File: config.mk
export PLATFORM = sky130hd
export DESIGN_NAME = btb_array
export DESIGN_NICKNAME = d
export VERILOG_FILES = /design/src/rtl/btb_pkg.sv /design/src/rtl/btb_set.sv /design/src/rtl/btb_array.sv
export SDC_FILE = /design/constraint.sdc
export NUM_CORES = 1
export LEC_CHECK = 0
export BUFFER_PORTS_ARGS = -buffer_cell sky130_fd_sc_hd__buf_2
export CELL_PAD_IN_SITES_DETAIL_PLACEMENT = 1
export CELL_PAD_IN_SITES_GLOBAL_PLACEMENT = 1
export CORE_MARGIN = 5
export CORE_UTILIZATION = 53
export DETAILED_ROUTE_END_ITERATION = 6
export PLACE_DENSITY = 0.87
export SYNTH_ARGS = -nofsm -noshare
export SYNTH_HDL_FRONTEND = slang
export SYNTH_HIERARCHICAL = 1
export SYNTH_SLANG_ARGS = --single-unit
File: constraint.sdc
create_clock -name clk -period 3.55 [get_ports clk]
set_input_delay 0.1775 -clock clk [delete_from_list [all_inputs] [get_ports clk]]
set_output_delay 0.1775 -clock clk [all_outputs]
set_load 0.03 [all_outputs]
File: src/rtl/btb_pkg.sv
// Shared types, default sizes and PC field helpers for the 2-way branch target buffer.
package btb_pkg;

    localparam int ADDR_W_DEF = 16;
    localparam int SETS_DEF   = 8;
    localparam int IDX_W_DEF  = $clog2(SETS_DEF);
    localparam int TAG_W_DEF  = ADDR_W_DEF - 1 - IDX_W_DEF;

    // Wide all-ones constant; users cast it down to their target width.
    localparam logic [63:0] RESET_TARGET = '1;

    typedef struct packed {
        logic                  valid;
        logic [TAG_W_DEF-1:0]  tag;
        logic [ADDR_W_DEF-1:0] target;
    } btb_entry_t;

    function automatic logic [31:0] idx_of(input logic [31:0] pc, input int idx_w);
        return (pc >> 1) & ((32'd1 << idx_w) - 32'd1);
    endfunction

    function automatic logic [31:0] tag_of(input logic [31:0] pc, input int idx_w);
        return pc >> (idx_w + 1);
    endfunction

endpackage

File: src/rtl/btb_set.sv
// One BTB set: two entries plus an LRU bit; combinational lookup, registered update.
module btb_set
    import btb_pkg::*;
#(
    parameter int ADDR_W = ADDR_W_DEF,
    parameter int TAG_W  = TAG_W_DEF
) (
    input  logic              clk,
    input  logic              rst,
    input  logic              lkp_en,
    input  logic [TAG_W-1:0]  lkp_tag,
    output logic              lkp_hit,
    output logic [ADDR_W-1:0] lkp_target,
    input  logic              upd_en,
    input  logic [TAG_W-1:0]  upd_tag,
    input  logic              upd_taken,
    input  logic [ADDR_W-1:0] upd_target
);

    typedef struct packed {
        logic              valid;
        logic [TAG_W-1:0]  tag;
        logic [ADDR_W-1:0] target;
    } entry_t;

    entry_t way_q [2];
    logic   lru_q;

    logic [1:0] lkp_match, upd_match;
    logic       lkp_way, upd_way, upd_hit, victim;

    always_comb begin
        for (int w = 0; w < 2; w++) begin
            lkp_match[w] = way_q[w].valid && (way_q[w].tag == lkp_tag);
            upd_match[w] = way_q[w].valid && (way_q[w].tag == upd_tag);
        end
        lkp_way    = lkp_match[1] & ~lkp_match[0];
        lkp_hit    = |lkp_match;
        lkp_target = way_q[lkp_way].target;
        upd_way    = upd_match[1] & ~upd_match[0];
        upd_hit    = |upd_match;
        // Fill an empty way first, way0 preferred; only evict when both are live.
        if (!way_q[0].valid)      victim = 1'b0;
        else if (!way_q[1].valid) victim = 1'b1;
        else                      victim = lru_q;
    end

    always_ff @(posedge clk) begin
        if (rst) begin
            for (int w = 0; w < 2; w++) begin
                way_q[w].valid  <= 1'b0;
                way_q[w].tag    <= '0;
                way_q[w].target <= ADDR_W'(RESET_TARGET);
            end
            lru_q <= 1'b0;
        end else begin
            // Lookup touch first so a same-cycle update wins the LRU bit.
            if (lkp_en && lkp_hit) lru_q <= ~lkp_way;
            if (upd_en) begin
                if (upd_taken && upd_hit) begin
                    way_q[upd_way].target <= upd_target;
                    lru_q                 <= ~upd_way;
                end else if (upd_taken) begin
                    way_q[victim] <= '{valid: 1'b1, tag: upd_tag, target: upd_target};
                    lru_q         <= ~victim;
                end else if (upd_hit) begin
                    way_q[upd_way].valid <= 1'b0;
                    lru_q                <= upd_way;
                end
            end
        end
    end

endmodule

File: src/rtl/btb_array.sv
// 2-way set-associative BTB: set decode, registered lookup response, optional
// same-cycle update forwarding when BTB_BYPASS_EN is defined.
module btb_array
    import btb_pkg::*;
#(
    parameter int ADDR_W = ADDR_W_DEF,
    parameter int SETS   = SETS_DEF
) (
    input  logic              clk,
    input  logic              rst,
    input  logic              lkp_valid,
    input  logic [ADDR_W-1:0] lkp_pc,
    output logic              rsp_valid,
    output logic              rsp_hit,
    output logic [ADDR_W-1:0] rsp_target,
    input  logic              upd_valid,
    input  logic [ADDR_W-1:0] upd_pc,
    input  logic              upd_taken,
    input  logic [ADDR_W-1:0] upd_target
);

    localparam int IDX_W = $clog2(SETS);
    localparam int TAG_W = ADDR_W - 1 - IDX_W;

    logic [IDX_W-1:0]  lkp_idx, upd_idx;
    logic [TAG_W-1:0]  lkp_tag, upd_tag;
    logic [SETS-1:0]   set_hit;
    logic [ADDR_W-1:0] set_target [SETS];

    assign lkp_idx = IDX_W'(idx_of(32'(lkp_pc), IDX_W));
    assign lkp_tag = TAG_W'(tag_of(32'(lkp_pc), IDX_W));
    assign upd_idx = IDX_W'(idx_of(32'(upd_pc), IDX_W));
    assign upd_tag = TAG_W'(tag_of(32'(upd_pc), IDX_W));

    for (genvar s = 0; s < SETS; s++) begin : g_set
        btb_set #(.ADDR_W(ADDR_W), .TAG_W(TAG_W)) u_set (
            .clk        (clk),
            .rst        (rst),
            .lkp_en     (lkp_valid && (lkp_idx == IDX_W'(s))),
            .lkp_tag    (lkp_tag),
            .lkp_hit    (set_hit[s]),
            .lkp_target (set_target[s]),
            .upd_en     (upd_valid && (upd_idx == IDX_W'(s))),
            .upd_tag    (upd_tag),
            .upd_taken  (upd_taken),
            .upd_target (upd_target)
        );
    end

    // Stage p0: select the indexed set and form the next response.
    logic              hit_p0;
    logic [ADDR_W-1:0] target_p0;

    always_comb begin
        hit_p0    = set_hit[lkp_idx];
        target_p0 = hit_p0 ? set_target[lkp_idx] : ADDR_W'(RESET_TARGET);
`ifdef BTB_BYPASS_EN
        if (upd_valid && (upd_idx == lkp_idx) && (upd_tag == lkp_tag)) begin
            hit_p0    = upd_taken;
            target_p0 = upd_taken ? upd_target : ADDR_W'(RESET_TARGET);
        end
`endif
    end

    // Stage p1: registered response.
    logic              vld_p1, hit_p1;
    logic [ADDR_W-1:0] target_p1;

    always_ff @(posedge clk) begin
        if (rst) begin
            vld_p1    <= 1'b0;
            hit_p1    <= 1'b0;
            target_p1 <= ADDR_W'(RESET_TARGET);
        end else if (lkp_valid) begin
            vld_p1    <= 1'b1;
            hit_p1    <= hit_p0;
            target_p1 <= target_p0;
        end else begin
            vld_p1 <= 1'b0;
            hit_p1 <= 1'b0;
        end
    end

    assign rsp_valid  = vld_p1;
    assign rsp_hit    = hit_p1;
    assign rsp_target = target_p1;

endmodule

; ---- Word-level counts from Yosys, hierarchy flattened
; Memory sizes are Yosys's and may differ from the RTL's.
; Cells that the tools add are included.
[word_totals]
ff_bits = 26
ramBits = 464
in_bits = 53
out_inout_bits = 18
wordCells = 450
mem_count = 8
[mem_list]
columns = name, words, width, read_ports, rd_clocked_by_memory_dff, wr, line
row1 = g_set[0].u_set.way_q, 2, 29, 3, 0, 2, btb_set.sv:26  ; entry_t way_q [2];
row2 = g_set[1].u_set.way_q, 2, 29, 3, 0, 2, btb_set.sv:26
row3 = g_set[2].u_set.way_q, 2, 29, 3, 0, 2, btb_set.sv:26
row4 = g_set[3].u_set.way_q, 2, 29, 3, 0, 2, btb_set.sv:26
row5 = g_set[4].u_set.way_q, 2, 29, 3, 0, 2, btb_set.sv:26
row6 = g_set[5].u_set.way_q, 2, 29, 3, 0, 2, btb_set.sv:26
row7 = +2 memories, n/a, n/a, n/a, n/a, n/a, n/a
[classes]
magnitude_cmp = 2
n_eq_ne = 46
n_mux = 226
bitwise = 58
n_reduce_logical = 99
[op_table]
columns = op, n
row1 = $mux 29, 16
row2 = $reduce_or 29->1, 16
row3 = $eq 12x12->1, 32
row4 = $mux 1, 189
row5 = $logic_and 1x1->1, 64
row6 = $bmux 16 s3, 1
row7 = $mux 16, 3
row8 = $mux 3, 16
row9 = $not 1->1, 41
row10 = $reduce_or 2->1, 17
row11 = $eq 3x3->1 const B, 8
row12 = $and 1x1->1, 16
row13 = $eq 3x2->1 const B, 4
row14 = $eq 3x1->1 const B, 2
row15 = $logic_not 3->1, 2
row16 = $ge 4x4->1 const B, 1
row17 = $lt 3x4->1 const B, 1
row18 = $not 3->4, 1
row19 = $bmux 1 s3, 1

; ---- Logic depth before layout (Yosys ltp)
; Gate-level depths: netlist of the first run.
; An unclocked memory read counts as a cell.
[logic_depth]
depth_word = 13
mapped_depth = 10
depth_no_buf = 8

; ---- Modules after synthesis
; Netlist of the first run, hierarchy kept.
[by_module_without_submodules]
columns = mod, n_inst, cells_each, area_per_inst_um2, seq_area_each_um2
row1 = btb_set at g_set[0].u_set ..., 6, 246, 3198.1, 1761.7
row2 = btb_set at g_set[1].u_set, 1, 250, 3189.3, 1761.7
row3 = btb_set at g_set[2].u_set, 1, 256, 3169.3, 1761.7
row4 = btb_array, 1, 150, 1727.9, 360.3

; ---- Worst setup path before layout of the first run
; No wires, ideal clock.
[synth_timing]
kind = register to register
start = memory g_set[2].u_set/way_q[1][24] (netlist name)
end = memory g_set[2].u_set/way_q[1][0] (netlist name), enable pin
setup_time_ps = 411
arrival_ps = 2775
required_ps = 3139
path_slack_ps = 364
path_stages_with_launch = 6
n_path_buf = 0
synth_period_minus_slack_ps = 3186
path_cell_list = edfxtp_1 > xor2_1 > or4b_4 > nor4_4 > o21ai_2 > o21ai_0
[synth_lines]
columns = element, line
row1 = from (decl), btb_set.sv:26

==> flow_summary.yaml, run 1 <==
drt:
  drtIter0Drc: 1605
  num_vias: 18850
  ant_nets: 0
  firstDrtPassIters: 5
  wl_per_cell_um: 28.12
  drcViolationCount: 0
  viasPerCell: 6.268
  drt-total-wl_um: 84550
power_and_ir_drop:
  power_density_nw_per_um2: 441.0
  leakagePower_nw: 9.168
  ir_drop_mv: 0.3913
synth:
  syn_area_um2: 27270
  synth.avg_cell_area_um2: 12.79
  synth_cells: 2132
  synth_fp_nets: 2185
  async_flop_share_pct: 0
  ys_types: 64
  ys_ff_latch: 490
  yosys_warnings: 6
  synth_edf_count: 464
  ys_dominant_reg_cell: "edfxtp_1"
  ys_seq_area_share_pct: 52.99
sta:
  hold_violations: 0
  slew_headroom_pct: 24.78
  fmax_mhz: 316.6
  report.final.slew_viol_count: 0
  setup_viol: 0
  timing.final.crit_share_pct: 88.98
  period_needed_ns: 3.159
  finalSetupTns_ns: 0
  finClkSkew_ns: 0.01954
  rsz0062_at_grt: "false"
  worstMarginPinSlew_ns: 1.122
critical_path:
  critPathTopFamily: "multiplexers"
  worstPathArrival_ns: 3.63
  cpMaxStageDelayCell: "or4_1"
  startpoint: "g_set[2].u_set/way_q[0][16]"
  cp_data_required_time_ns: 4.02
  worst-path-buf-inv: 1
  startpoint_type: "register"
  criticalPathCategory: "register to register"
  worstPathMaxFanout: 16
  worstPathCellList: "xnor2_1 -> nand4_1 -> or4_1 -> nand2_1 -> buf_12 -> mux2_2 -> mux4_2 -> mux2i_1 -> a31oi_1"
  critPathCaptureType: "register"
  r2r_start: "g_set[2].u_set/way_q[0][16]"
  slowest_delay_ns: 0.58
global_routing:
  grt_usage_pct: 29.54
  grt.overflow.total: 0
  antenna_found_initial: 2
  grt_pass1_wl_um: 127700
  grt_pass1_vias: 20330
  grt_max_degree: 34
clocking:
  cts-resized-gates: 0
  cts.path.max_buffers: 3
  cts_htree_levels: 2
  cts_tree: "built"
  numCtsBuffers: 53
  ctsRootBufferMaster: "clkbuf_16"
  path_clk_slew_ns: 0.06
  cts.sinks: 490
  post_cts_buffers: 0
  hold_buffers: 0
  clk_latency_ns: 0.62
layout:
  final_cell_mix: "edfxtp_1 (464), xnor2_1 (351), and2_1 (187)"
  final_core_util_pct: 60.08
  fill_cells: 5035
  drive_gt1_share_pct: 29.88
  regArea_um2: 14450
  multi_input_area_um2: 12160
  final_common_cell: "edfxtp_1"
  final_nets: 2336
  syn2layout_area_growth_pct: 12.77
hold_path:
  hold_path_class: "primary input to register"
  hp-start: "lkp_valid"
run:
  maxCapViolCount: 0
floorplanning:
  rows: 83
  dieHeight_um: 236.9
  die_area_um2: 56100
  pin_count: 71
  start_util_pct: 53.27
  core_area_um2: 51200
  dieWidth_um: 236.9
placed_design:
  port-buffer-count: 68
  globalplace.congestion: 0.8918
  hpwlAfterDp_um: 55790
outcome:
  outcome: "finished clean"
cell type report:
class / count / area share, %
diodes: 1 / 0.008136
clock buffers: 74 / 4.796
clock inverters: 24 / 0.9275
inverters: 56 / 0.6834
multi-input cells: 1508 / 39.52
flip-flops and latches: 490 / 46.99
well taps: 680 / 2.766
repair buffers: 174 / 4.304
report_power, final:
part	switching [mW]	internal, mW
registers	0.114	6.45
clock network	2.35	3.33
logic	0.837	0.475
routing by layer:
layer	track usage, %	routed length, um	part of all wire, %
met1	37.31	33150	39
met2	51.92	42700	51
met3	3.809	4915	5.8
met4	11.42	3766	4.5
met5	0	11	0.013
Yosys cell counts, types with 7 or more instances:
cell | instances | area (um^2)
edfxtp_1 | 464 | 13930
xnor2_1 | 351 | 3074
and2_1 | 187 | 1170
mux2_2 | 128 | 1441
or3_2 | 96 | 720.7
or2_1 | 71 | 444.2
nand4_1 | 66 | 412.9
or2_2 | 66 | 412.9
nand2_1 | 59 | 221.5
inv_1 | 56 | 210.2
nand3_1 | 48 | 240.2
nor2_1 | 47 | 176.4
mux4_2 | 33 | 743.2
or3_1 | 33 | 206.5
xor2_1 | 33 | 289.0
clkbuf_1 | 27 | 101.4
dfxtp_1 | 26 | 520.5
buf_2 | 23 | 115.1
nor3_1 | 21 | 105.1
buf_6 | 18 | 202.7
mux2i_1 | 18 | 180.2
a31oi_1 | 16 | 100.1
o31ai_1 | 16 | 120.1
a21oi_1 | 15 | 75.07
nand2b_1 | 14 | 87.58
nor3_2 | 14 | 140.1
and2_2 | 13 | 97.59
and3_1 | 12 | 75.07
o21ai_0 | 11 | 55.05
a211oi_1 | 9 | 67.56
a21boi_0 | 9 | 67.56
a31o_2 | 8 | 70.07
nor4_2 | 8 | 100.1
nor4_4 | 8 | 170.2
or4_4 | 8 | 90.09
a21oi_2 | 7 | 61.31
nand2_2 | 7 | 43.79
worst register-to-register path: cells and delay by family, from the launching register on:
kind            cells  cell delay, ns
compound gates      1            0.12
xor+xnor            1            0.26
buf+inv             1            0.19
flops               1            0.45
mux                 3            1.09
simple gates        3            0.93
flip-flops by register name, indices dropped and copies added, names as in the netlist:
name	flops
rsp_hit	1
rsp_valid	1
g_set.u_set/lru_q	8
rsp_target	16
g_set.u_set/way_q	464
logic make-up after synthesis:
| family | count (synthesis) | share of synthesized area (%) |
|---|---|---|
| xor+xnor | 384 | 12.33 |
| compound gates | 125 | 3.890 |
| mux | 179 | 8.670 |
| buf+inv | 134 | 2.528 |
| flops | 490 | 52.99 |
| simple gates | 820 | 19.59 |
final timing paths:
| check | cells past startpoint | slack [ns] | to |
|---|---|---|---|
| worst min-delay path | 3 | 0.09 | rsp_valid |
| worst max-delay path | 9 | 0.39 | rsp_target[8] |
| worst max register to register | 9 | 0.39 | rsp_target[8] |
| worst min register to register | 2 | 0.51 | rsp_target[7] |
per-stage QoR:
step / cells / cell area (um^2) / hold WS (ns) / setup WS, ns / total power, mW
floorplan: 2132 / 27270 / 0.2819 / 0.3636 / 7.352
global placement: 2908 / 29000 / 0.4741 / 0.4472 / 7.882
detailed placement: 2908 / 29000 / 0.4899 / 0.2990 / 7.961
CTS: 3006 / 30760 / 0.04628 / 0.3969 / 13.62
global route: 3006 / 30760 / 0.06942 / 0.2502 / 13.97
finish: 3007 / 30760 / 0.08812 / 0.3912 / 13.56
Power figures use the tool's default switching activity.
==> inputs of run 2 (changes only) <==
BUFFER_PORTS_ARGS = -buffer_cell sky130_fd_sc_hd__buf_4   (was -buffer_cell sky130_fd_sc_hd__buf_2)
HOLD_SLACK_MARGIN = 0.12   (was not set)
==> run 2 against run 1 <==
Net effect:
- sequential power about the same
- combinational power about the same
- wire length increased by 0.69%
- critical path type unchanged
- largest cell class unchanged
- highest routed layer is now met4
==> flow_summary.yaml, run 2 (same netlist as run 1, synthesis figures left out) <==
critical_path:
  crit_end: "rsp_target[4]"
  cpMaxStageDelayCell: "or4_4"
  criticalPathCategory: "register to register"
  critPathTopFamily: "multiplexers"
  worstSetupPathDepth: 9
  worstPathMaxFanout: 10
  startpoint: "g_set[5].u_set/way_q[0][21]"
  worstPathArrival_ns: 3.69
  r2r_cells: 9
  r2r_setup_slack_ns: 0.29
  cp_data_required_time_ns: 3.98
  worstPathCellList: "xnor2_1 -> nand3_1 -> or4_4 -> nand2_2 -> buf_4 -> mux2_2 -> mux4_2 -> mux2i_1 -> a31oi_1"
  slowest_delay_ns: 0.59
  worst-path-buf-inv: 1
  startpoint_type: "register"
  timing.rr.end: "rsp_target[4]"
  r2r_start: "g_set[5].u_set/way_q[0][21]"
  critPathCaptureType: "register"
sta:
  whs_ns: 0.1465
  hold_violations: 0
  slew_headroom_pct: 16.65
  finalSetupTns_ns: 0
  fmax_mhz: 306.8
  finClkSkew_ns: 0.01785
  worst_slack_ns: 0.2900
  worstMarginPinSlew_ns: 1.243
  report.final.slew_viol_count: 0
  period_needed_ns: 3.260
  timing.final.crit_share_pct: 91.83
  setup_viol: 0
  rsz0062_at_grt: "false"
power_and_ir_drop:
  seq_power_share_pct: 47.7
  p_switching_mw: 3.309
  switching_share_pct: 24.04
  leakagePower_nw: 9.290
  p_comb_share_pct: 9.7
  intPower_mw: 10.45
  power.share.clock_pct: 42.6
  power_density_nw_per_um2: 443.4
  ir_drop_mv: 0.3776
floorplanning:
  core_area_um2: 51200
  dieWidth_um: 236.9
  rows: 83
  dieHeight_um: 236.9
  die_area_um2: 56100
  start_util_pct: 53.27
  pin_count: 71
drt:
  ant_nets: 0
  firstDrtPassIters: 5
  wl_per_cell_um: 28.18
  drtIter0Drc: 1495
  drcViolationCount: 0
  num_vias: 18890
  viasPerCell: 6.252
  drt-total-wl_um: 85130
placed_design:
  placed_cell_area_um2: 28980
  placed_cells_incl_taps: 2898
  globalplace.congestion: 0.9071
  pre_cts_slack_ns: 0.1893
  hpwlAfterDp_um: 55930
  port-buffer-count: 68
clocking:
  cts_htree_levels: 2
  cts_tree: "built"
  clk_latency_ns: 0.62
  ctsRootBufferMaster: "clkbuf_16"
  path_clk_slew_ns: 0.06
  cts.path.max_buffers: 3
  numCtsBuffers: 53
  cts.sinks: 490
layout:
  final_common_cell: "edfxtp_1"
  final_nets: 2350
  stdcell_area_um2: 31040
  diodes: 0
  fill_cells: 5012
  drive_gt1_share_pct: 29.26
  final_cell_mix: "edfxtp_1 (464), xnor2_1 (351), and2_1 (187)"
  layoutNonFillerInstCount: 3021
  regMostFlops: "g_set.u_set/way_q"
  syn2layout_area_growth_pct: 13.81
  largest_reg_flops: 464
global_routing:
  grt.overflow.total: 0
  grt_usage_pct: 29.64
  antenna_found_initial: 0
  grt_max_degree: 49
  grt_pass1_vias: 20680
  grt_pass1_wl_um: 127600
hold_path:
  hold_path_class: "primary input to register"
run:
  maxCapViolCount: 0
outcome:
  outcome: "finished clean"
==> run 2: final cells by class <==
class / count / area (um^2) / area share (%)
well taps: 680 / 850.8 / 2.741
repair buffers: 188 / 1546 / 4.982
clock inverters: 24 / 325.3 / 1.048
multi-input cells: 1508 / 12160 / 39.16
flip-flops and latches: 490 / 14450 / 46.56
inverters: 56 / 210.2 / 0.6771
clock buffers: 75 / 1499 / 4.829
==> run 2: power by group through the flow <==
stage | combinational (mW) | clock, mW | sequential, mW
global placement | 1.20 | 0 | 6.67
detailed placement | 1.27 | 0 | 6.69
finish | 1.33 | 5.87 | 6.57
CTS | 1.31 | 5.95 | 6.56
global route | 1.39 | 6.19 | 6.58
floorplan | 0.694 | 0 | 6.66
==> run 2: worst min-delay path by stage <==
| stage | startpoint | to | slack (ns) | cells past startpoint |
|---|---|---|---|---|
| after floorplan | rst | g_set[2].u_set/lru_q | 0.28 | 1 |
| after global placement | rsp_target[11] | rsp_target[11] | 0.48 | 2 |
| after detailed placement | rsp_target[11] | rsp_target[11] | 0.49 | 2 |
| after CTS | upd_pc[12] | g_set[7].u_set/way_q[0][24] | 0.12 | 2 |
| after global routing | upd_pc[14] | g_set[2].u_set/way_q[0][26] | 0.14 | 2 |
| final | upd_pc[12] | g_set[7].u_set/way_q[0][24] | 0.15 | 2 |
==> run 2: metal layers <==
metal | vias to the layer above | GRT usage, % | share of wire, %
li1 | 8092 | - | -
met1 | 9738 | 36.14 | 39
met2 | 790 | 52.08 | 50
met3 | 268 | 4.426 | 5.8
met4 | 0 | 13.52 | 5.2
met5 | - | 0 | 0
==> run 2: per-stage QoR <==
stage	power [mW]	utilization, %
2_1_floorplan	7.352	-
3_3_place_gp	7.870	56.60
3_5_place_dp	7.953	56.60
4_1_cts	13.83	60.63
5_1_grt	14.16	60.63
6_report	13.76	60.63
==> run 2: timing repair <==
action                                 CTS  global route
buffers inserted                         0             0
gates resized for setup                  0             0
endpoints found under the hold margin  277             0
hold buffers                            24             0
==> run 2: worst reg2reg max path, delay by kind of cell (launching register included) <==
kind | cells | cell delay, ns
mux | 3 | 1.06
simple gates | 3 | 1.01
flops | 1 | 0.43
xor+xnor | 1 | 0.26
buf+inv | 1 | 0.20
compound gates | 1 | 0.13
==> inputs of run 3 (changes only) <==
CORE_UTILIZATION = 52   (was 53)
RECOVER_POWER = 25   (was not set)
SYNTH_HIERARCHICAL = not set   (was 1)
==> run 3 against run 2 <==
Net effect:
- final cell count fell by 0.79%
- total power is 4.3% lower
- sequential power about the same
- wire length up 1.5%
- sequential cell count is the same
- worst hold slack better by 0.0041 ns
- register-to-register slack worse by 0.12 ns
- final area is 5.4% lower
- largest power group unchanged
==> flow_summary.yaml, run 3 <==
outcome:
  outcome: "finished clean"
critical_path:
  worstPathArrival_ns: 3.60
  crit_top_cell: "nand4_1"
  startpoint_type: "register"
  criticalPathCategory: "register to register"
  worstSetupPathDepth: 8
  cp_data_required_time_ns: 3.78
  critPathTopFamily: "compound AO/OA/AOI/OAI gates"
  worst-path-buf-inv: 0
  worstPathMaxFanout: 12
  critPathCaptureType: "register"
  cpMaxStageDelayCell: "a21boi_1"
  r2r_start: "g_set[2].u_set.way_q[1][24]"
  r2r_setup_slack_ns: 0.17
  timing.rr.end: "g_set[2].u_set.way_q[1][22]"
  slowest_delay_ns: 0.98
  r2r_cells: 8
  worstPathCellList: "xnor2_1 -> nand4_1 -> nor4_1 -> nand4_1 -> and2_0 -> a21boi_0 -> a31o_2 -> a21boi_1"
synth:
  synth_fp_nets: 2257
  post-synth-top-count-cell: "edfxtp_1"
  ys_seq_area_share_pct: 55.29
  ys_dominant_reg_cell: "edfxtp_1"
  synth.avg_cell_area_um2: 11.86
  synth_common_cells: "edfxtp_1 (464), xnor2_1 (304), and2_1 (179), mux2i_1 (144), or2_2 (138)"
  async_flop_share_pct: 0
  syn_area_um2: 26140
  ys_ff_latch: 490
  synth_mux_area_share_pct: 5.557
  synth_cells: 2204
  synth_fa_ha_area_share_pct: 0
  ys_types: 57
  synthXorXnorAreaFrac_pct: 13.10
  synth_top_area_cell: "edfxtp_1"
  synth_area_leaders: "edfxtp_1 (53%), xnor2_1 (10%), mux2i_1 (5.5%)"
  yosys_warnings: 0
  synth-simple-area-share_pct: 17.38
  synth_compound_area_share_pct: 4.925
  synth_top_family_by_area: "simple AND/OR/NAND/NOR gates"
  synth_edf_count: 464
  synth_top_area_share_pct: 53.30
layout:
  stdcell_area_um2: 29350
  regArea_um2: 14450
  multi_input_area_um2: 10720
  final_cell_mix: "edfxtp_1 (464), xnor2_1 (304), buf_4 (155)"
  drive_gt1_share_pct: 17.05
  syn2layout_area_growth_pct: 12.29
  largest_reg_flops: 464
  layoutNonFillerInstCount: 2997
  fill_cells: 5019
  regMostFlops: "g_set.u_set.way_q"
  final_nets: 2336
  final_core_util_pct: 58.75
  final_common_cell: "edfxtp_1"
floorplanning:
  dieWidth_um: 234.2
  rows: 82
  pin_count: 71
  start_util_pct: 52.32
  dieHeight_um: 234.2
  die_area_um2: 54860
  core_area_um2: 49970
sta:
  slew_headroom_pct: 5.728
  rsz0062_at_grt: "false"
  finalSetupTns_ns: 0
  fmax_mhz: 296.0
  whs_ns: 0.1507
  period_needed_ns: 3.379
  setup_viol: 0
  report.final.slew_viol_count: 0
  worst_slack_ns: 0.1713
  finClkSkew_ns: 0.03327
  hold_violations: 0
  worstMarginPinSlew_ns: 1.414
  timing.final.crit_share_pct: 95.17
placed_design:
  globalplace.congestion: 0.9064
  hpwlAfterDp_um: 55080
  port-buffer-count: 68
  placed_cell_area_um2: 27570
  pre_cts_slack_ns: 0.1301
  placed_cells_incl_taps: 2874
clocking:
  cts_htree_levels: 2
  cts.path.max_buffers: 3
  numCtsBuffers: 52
  cts_tree: "built"
  ctsRootBufferMaster: "clkbuf_16"
  cts.sinks: 490
  post_cts_buffers: 0
  path_clk_slew_ns: 0.07
  clk_latency_ns: 0.63
drt:
  drcViolationCount: 0
  drt-total-wl_um: 86390
  wl_per_cell_um: 28.83
  drtIter0Drc: 1659
  num_vias: 18800
  ant_nets: 0
  viasPerCell: 6.273
  firstDrtPassIters: 6
run:
  maxCapViolCount: 0
global_routing:
  grt_pass1_wl_um: 127900
  grt_usage_pct: 31.10
  grt_pass1_vias: 20510
  grt_max_degree: 41
  antenna_found_initial: 1
  grt.overflow.total: 0
power_and_ir_drop:
  power_density_nw_per_um2: 448.9
  leakagePower_nw: 10.12
  ir_drop_mv: 0.3406
  finalPower_mw: 13.18
hold_path:
  hp-start: "upd_pc[13]"
  hold_path_class: "primary input to register"
  hold_end: "g_set[5].u_set.way_q[1][25]"
  min_path_cells: 2
## run 3: metal layers
layer	vias up	wire length (um)	track usage [%]
li1	7985	-	-
met5	-	13	0
met3	303	6151	4.928
met4	2	4961	16.31
met1	9555	32060	37.24
met2	955	43210	54.17
## run 3: cell type report
cell class,count,share of cell area [%]
inverters,18,0.2302
repair buffers,215,5.622
multi-input cells,1506,36.53
diodes,2,0.01705
clock buffers,66,4.680
clock inverters,28,0.8141
well taps,672,2.864
flip-flops and latches,490,49.24
## run 3: what timing repair did
action	4_1_cts	5_1_grt
endpoints found under the hold margin	299	0
setup endpoints to repair	0	12
gates resized for setup	0	1
hold buffers	26	0
## run 3: report_power, final
part | switching, mW | internal (mW) | total [mW]
Combinational | 0.859 | 0.449 | 1.31
Clock | 2.40 | 2.89 | 5.29
Sequential | 0.114 | 6.46 | 6.58
Total | 3.37 | 9.81 | 13.2
## run 3: worst register-to-register path, stage by stage (launching register included)
cell and delay, ns:
edfxtp_1 0.43, xnor2_1 0.24, nand4_1 0.14, nor4_1 0.29
nand4_1 0.21, and2_0 0.22, a21boi_0 0.25, a31o_2 0.21
a21boi_1 0.98
## run 3: worst max-delay path by stage
stage	from	to	slack, ns
after floorplan	upd_pc[8]	g_set[3].u_set.way_q[1][16]	0.07
after global placement	upd_pc[9]	g_set[2].u_set.way_q[0][21]	0.28
after detailed placement	upd_pc[9]	g_set[4].u_set.way_q[0][20]	0.13
after CTS	g_set[4].u_set.way_q[0][17]	g_set[4].u_set.way_q[0][18]	0.12
after global routing	upd_pc[4]	g_set[1].u_set.way_q[0][19]	0.01
final	g_set[2].u_set.way_q[1][24]	g_set[2].u_set.way_q[1][22]	0.17
## run 3: cells by family (layout without fill, tap and decap cells)
logic type | after synthesis | count (layout)
AND/OR/NAND/NOR | 778 | 778
flip-flops | 490 | 490
XOR/XNOR | 391 | 391
buffers and inverters | 208 | 327
AO/OA/AOI/OAI | 192 | 192
multiplexers | 145 | 145
other | 0 | 2
